**config.mk**
```make
export PLATFORM = sky130hd
export DESIGN_NAME = uart_tx_fifo_drain
export DESIGN_NICKNAME = d
export VERILOG_FILES = /design/src/rtl/uart_tx_fifo_drain.sv
export SDC_FILE = /design/constraint.sdc
export NUM_CORES = 1
export LEC_CHECK = 0
export CAP_MARGIN = 20
export CORE_ASPECT_RATIO = 1.25
export CORE_MARGIN = 4
export CORE_UTILIZATION = 54
export DETAILED_ROUTE_END_ITERATION = 10
export PLACE_DENSITY_LB_ADDON = 0.1
export SYNTH_ARGS = -nofsm -noshare
export SYNTH_HDL_FRONTEND = slang
export SYNTH_SLANG_ARGS = --single-unit
```
**constraint.sdc**
```tcl
create_clock -name clock_in -period 2 [get_ports clock_in]
set_input_delay 0.2 -clock clock_in [delete_from_list [all_inputs] [get_ports clock_in]]
set_output_delay 0.2 -clock clock_in [all_outputs]
set_load 0.01 [all_outputs]
```
**src/rtl/uart_tx_fifo_drain.sv**
```systemverilog
// uart_tx_fifo_drain: drains a show-ahead FIFO onto an async serial line, gapless across frames
module uart_tx_fifo_drain #(
  parameter int CLKS_PER_BIT = 16,
  parameter int STOP_BITS    = 1
) (
  input  logic       clock_in,
  input  logic       reset_in,
  input  logic       fifo_empty_in,
  input  logic [7:0] fifo_rdata_in,
  output logic       fifo_read_out,
  output logic       txd_out,
  output logic       busy_out
);
  localparam int BW = (CLKS_PER_BIT > 1) ? $clog2(CLKS_PER_BIT) : 1;
  localparam logic [BW-1:0] B_LAST = BW'(CLKS_PER_BIT - 1);
  typedef enum logic [1:0] {IDLE, START, DATA, STOP} state_t;
  state_t state;
  logic [BW-1:0] baud;
  logic [2:0] bit_idx;
  logic [7:0] shreg;
  logic stop_cnt;
  logic bit_end;
  logic frame_end;
  assign bit_end = baud == B_LAST;
  assign frame_end = state == STOP && bit_end && (STOP_BITS == 1 || stop_cnt);
  // Pop in any idle cycle, or in the final stop cycle to chain the next frame without a gap.
  assign fifo_read_out = ~reset_in & ~fifo_empty_in & (state == IDLE | frame_end);
  // Frame sequencer; txd is registered, so each transition loads the next line level.
  always_ff @(posedge clock_in or posedge reset_in) begin
    if (reset_in) begin
      state    <= IDLE;
      txd_out  <= 1'b1;
      busy_out <= 1'b0;
      baud     <= '0;
      bit_idx  <= '0;
      shreg    <= '0;
      stop_cnt <= 1'b0;
    end else begin
      baud <= (state == IDLE || bit_end) ? '0 : baud + 1'b1;
      case (state)
        IDLE:
          if (fifo_read_out) begin
            shreg    <= fifo_rdata_in;
            state    <= START;
            txd_out  <= 1'b0;
            busy_out <= 1'b1;
          end
        START:
          if (bit_end) begin
            state   <= DATA;
            bit_idx <= '0;
            txd_out <= shreg[0];
          end
        DATA:
          if (bit_end) begin
            shreg   <= shreg >> 1;
            bit_idx <= bit_idx + 1'b1;
            if (bit_idx == 3'd7) begin
              state    <= STOP;
              txd_out  <= 1'b1;
              stop_cnt <= 1'b0;
            end else begin
              txd_out <= shreg[1];
            end
          end
        default:
          if (frame_end) begin
            if (fifo_read_out) begin
              shreg   <= fifo_rdata_in;
              state   <= START;
              txd_out <= 1'b0;
            end else begin
              state    <= IDLE;
              busy_out <= 1'b0;
            end
          end else if (bit_end) begin
            stop_cnt <= 1'b1;
          end
      endcase
    end
  end
endmodule
```
* Word level (Yosys, flattened, before mapping)
Index checks and enable logic that the tools add are counted.
Word-level totals: bits in registers 19, word-level logic and storage cells 63, input bits 11, output and inout bits 3
Cells by class: bitwise gates (word level) 7, mux-type cells 25, equal/unequal tests 10, $add $sub $neg 2, reduce and logical (&&, ||, !) cells 13
Operators by type and width (number):
- two-way mux 8 bit | 3
- one-hot mux 8 bit (3 select lines) | 1
- two-way mux 2 bit | 5
- two-way mux 1 bit | 9
- AND reduction 3 bit | 3
- != test 2 bit (second input constant) | 4
- two-way mux 3 bit | 2
- one-hot mux 2 bit (3 select lines) | 1
- one-hot mux 3 bit (2 select lines) | 1
- AND reduction 5 bit | 1
- adder 4 x 1 -> 4 bit (second input constant) | 1
- equality test 2 bit (second input constant) | 2
- equality test 4 bit (second input constant) | 1
- two-way mux 4 bit | 1
- inverter 1 bit | 4
- AND reduction 4 bit | 1
- nonzero test 2 bit | 2
- nonzero test 4 bit | 1
- adder 3 x 1 -> 3 bit (second input constant) | 1
- equality test 3 bit (second input constant) | 1
- one-hot mux 1 bit (3 select lines) | 1
- nonzero test 3 bit | 1
- AND 1 bit | 2
- equality test 2 x 1 -> 1 bit (second input constant) | 1
- other kinds (7) | 7

* Depth between registers and ports, before layout
word-level depth 7, gate-level depth with buffers 8, mapped depth without buffers 6

* Worst setup path after synthesis
Ideal clock, no wire load.
path type register to register, start reg state[0], end reg shreg[0], path buffers 2, setup time 0.125 ns, cell stages (with the launch flop) 7, clock period less this slack 1.748 ns, required time 1.875 ns, setup slack 0.252 ns, data arrival time 1.623 ns, cell sequence dfrtp_1 > inv_1 > ha_1 > buf_2 > buf_2 > mux2_2 > mux2_4
Between the ends: longest elaborated chain between the ends 7, elaborated cells on any way between the ends 14, those cells by class eq/ne (4); mux (3); bitwise (3); reduce/logical (4)
RTL lines:
- start, declared | RTL line 17 | state_t state;
- start signal, assigned | RTL line 31 | state <= IDLE;
- start signal, assigned | RTL line 44 | state <= START;
- start signal, assigned | RTL line 50 | state <= DATA;
- equality test 2 bit | RTL line 25 | assign frame_end = state == STOP && bit_end && (STOP_BITS == 1 || stop_cnt);
- logical AND 1 bit | RTL line 25
- OR 1 bit | RTL line 27 | assign fifo_read_out = ~reset_in & ~fifo_empty_in & (state == IDLE | frame_end);
- AND 1 bit | RTL line 27
- two-way mux 8 bit (2 in a row)
- one-hot mux 8 bit (3 select lines) | RTL line 40 | case (state)
- end signal, assigned | RTL line 43 | shreg <= fifo_rdata_in;
- end signal, assigned | RTL line 56 | shreg <= shreg >> 1;
- end signal, assigned | RTL line 69 | shreg <= fifo_rdata_in;
- end, declared | RTL line 20 | logic [7:0] shreg;
Parallel ways exist; a longest one is shown, timed or not. The select of a mux whose other input is x is not followed. A chain may end at the register's enable or synchronous reset.

* Worst setup path after layout
start reg state[1], end reg shreg[7]
The elaborated chain is that of the path after synthesis.

==> impl_results.md <==
- Synth Area per Inst: 11.52 µm²
- Register area share after synthesis: 42.67%
- Vias in the first global route: 891
- First-pass GRT wire length: 3698 µm
- Sequential power share: 62.1%
- Chip width: 48.69 µm
- Via count: 835
- Min Tclk post-route: 1.916 ns
- Leak pwr: 0.6881 nW
- Worst-Margin Slew: 0.4375 ns
- Final setup vio count: 0
- Initial Utilization: 56.38%
- Comb pwr share: 5.1%
- Nets: 143
- Critical path type: flop to flop
- Fin Hold WS: 0.2081 ns
- Relative slew slack: 70.61%
- Clk buf depth: 2
- Die area: 2865 µm²
- Post-CTS Hold Buffers: 0
- GRT Residual Overflow: 0
- DR vias/cell: 5.839
- Share of post-route cells with drive strength above 1: 30.89%
- Residual DRC count: 0
- Router iterations before antenna repair: 4
- CP arrival: 2.12 ns
- Reg clk slew, reported paths: 0.11 ns
- Yosys warning count: 0
- Total Power: 0.6187 mW
- Cell Area, Synth: 1117 µm²
- Initial antenna violation count: 0
- R2r worst-path depth: 7
- Status: finished clean
- Initial drt markers: 18
- Wirelength per Cell: 14.80 µm
- Max Slew Vio Count: 0
- EDFF count, synth: 0
- Post-DP HPWL: 1513 µm
- GRT Overall Usage: 16.66%
- I/O pins: 14
- Number of H-tree levels: 1
- # clock sinks: 19
- Worst Hold Class: input pin to async pin
- Switching Fraction: 22.77%
- Post-route ant nets: 0
- Final Hold Violating Endpoints: 0
- PortBufs: 13
- Reg2reg start: state[1]
- FILL cells: 168
- P_sw: 0.1409 mW
- FF-to-FF End: shreg[7]
- Clock latency on the worst-skew pair: 0.31 ns
- Setup crit start kind: flop
- Count of standard-cell rows: 18
- Clock Skew: 0.006713 ns
- Area growth syn-to-layout: 24.64%
- Total CTS buffers: 3
- # diodes: 0
- CORE AREA: 1982 µm²
- Peak VDD IR: 0.4276 mV
- Synth unique cells: 32
- Die height: 58.86 µm
- Syn Nets: 116
- Max-capacitance violation count: 0
- Internal: 0.4778 mW
- Fmax: 522.0 MHz
- CTS root buf: clkbuf_4
- Final wirelength: 2117 µm
- Power Density: 444.3 nW/µm²
- Asr flop ratio synth: 100.0%
- Fin crit share: 95.78%
- TritonCTS clock tree: yes
- Pin count of the biggest net entering global routing: 17
- Worst R2R Setup Slack: 0.08 ns
- Clk pwr share: 32.8%
- CP Data Required Time: 2.20 ns
- Number of synthesized register bits: 19
- Gpl congestion: 0.7414
- CP Max Fanout: 8
- Mapped Cells: 97
- Crit. End Element: flop
- Main synth FF type: dfrtp_1
repair_timing:
action | 4_1_cts | 5_1_grt
cloned | 0 | 0
buffers inserted | 4 | 2
pin swaps | 1 | 1
setup endpoints to repair | 1 | 8
gates resized for setup | 2 | 0
cells by family (layout without fill, tap and decap cells):
kind of cell / after synthesis / after routing / share of synthesized area, %
compound gates: 21 / 21 / 13.66
simple gates: 21 / 21 / 9.967
flops: 19 / 19 / 42.67
mux: 18 / 18 / 20.61
buf+inv: 9 / 35 / 3.359
fa+ha+maj: 8 / 8 / 8.959
xor+xnor: 1 / 1 / 0.7840
metal layers:
layer  global-route usage, %  wire, µm
met1                   18.99       923
met2                   28.73      1073
met3                   2.278        60
met4                   11.54        59
met5                       0         0
cell usage in the layout, fill, tap and decap left out, types with 2 or more instances in the layout:
master / netlist / routed
a32o_1: 2 / 2
inv_1: 5 / 5
mux2_4: 8 / 8
a21oi_1: 3 / 3
ha_1: 8 / 7
nand2_1: 6 / 6
nor2_1: 6 / 6
mux2i_1: 2 / 2
buf_4: 0 / 12
clkdlybuf4s50_1: 0 / 12
o21ai_1: 3 / 3
dfrtp_1: 18 / 18
clkbuf_4: 0 / 3
mux2_2: 7 / 7
nor3_1: 3 / 3
o21ai_0: 5 / 5
sequential cells by signal, indices dropped and copies added, names as in the netlist:
| name | cells |
|---|---|
| shreg | 8 |
| baud | 4 |
| state | 2 |
| busy_out | 1 |
| bit_idx | 3 |
| txd_out | 1 |
stage by stage:
step           setup slack (ns)  util [%]  cells  setup TNS (ns)  instance area, µm²
2_1_floorplan            0.2517         -     97               0                1117
3_3_place_gp             0.1573     65.91    133               0                1306
3_5_place_dp            0.09229     65.91    133               0                1306
4_1_cts                 0.04406     68.88    141               0                1365
5_1_grt               -0.009052     70.27    143        -0.03165                1393
6_report                0.08446     70.27    143               0                1393
worst max-delay path, cell delays in order (launching register included):
cell     delay (ns)
dfrtp_1        0.43
ha_1           0.24
a41oi_1        0.26
nor3_2         0.08
buf_4          0.15
o22ai_4        0.19
buf_12         0.16
mux2_4         0.29
power by group through the flow:
| stage | clock network, mW | logic (mW) | registers (mW) |
|---|---|---|---|
| after global placement | 0 | 0.0317 | 0.391 |
| after detailed placement | 0 | 0.0325 | 0.391 |
| after floorplan | 0 | 0.00696 | 0.391 |
| final | 0.203 | 0.0317 | 0.384 |
| after CTS | 0.213 | 0.0324 | 0.384 |
| after global routing | 0.225 | 0.0351 | 0.384 |
worst max path at each step:
stage | start | endpoint | slack (ns) | depth (start not counted)
global route | state[1] | shreg[7] | -0.009 | 8
global placement | reset_in | fifo_read_out | 0.16 | 3
CTS | state[1] | shreg[5] | 0.04 | 6
finish | state[1] | shreg[7] | 0.08 | 7
detailed placement | state[1] | fifo_read_out | 0.09 | 4
floorplan | state[0] | shreg[0] | 0.25 | 6
cell type report:
cell class	count	area (µm²)	share of cell area, %
timing repair buffer	26	239.0	17.16
inverter	5	18.77	1.348
tap	20	25.02	1.797
clock buffer	3	22.52	1.617
clock inverter	1	5.005	0.3594
multi-input combinational	69	605.6	43.49
sequential	19	476.7	34.23
synth_stat cells (2+ instances only):
cell type,count,area [µm²]
dfrtp_1,18,450.4
ha_1,8,100.1
mux2_4,8,120.1
mux2_2,7,78.83
nand2_1,6,22.52
nor2_1,6,22.52
inv_1,5,18.77
o21ai_0,5,25.02
a21oi_1,3,15.01
buf_2,3,15.01
nor3_1,3,15.01
o21ai_1,3,15.01
a32o_1,2,20.02
mux2i_1,2,20.02
No activity file was read; power rests on OpenSTA's default activity.
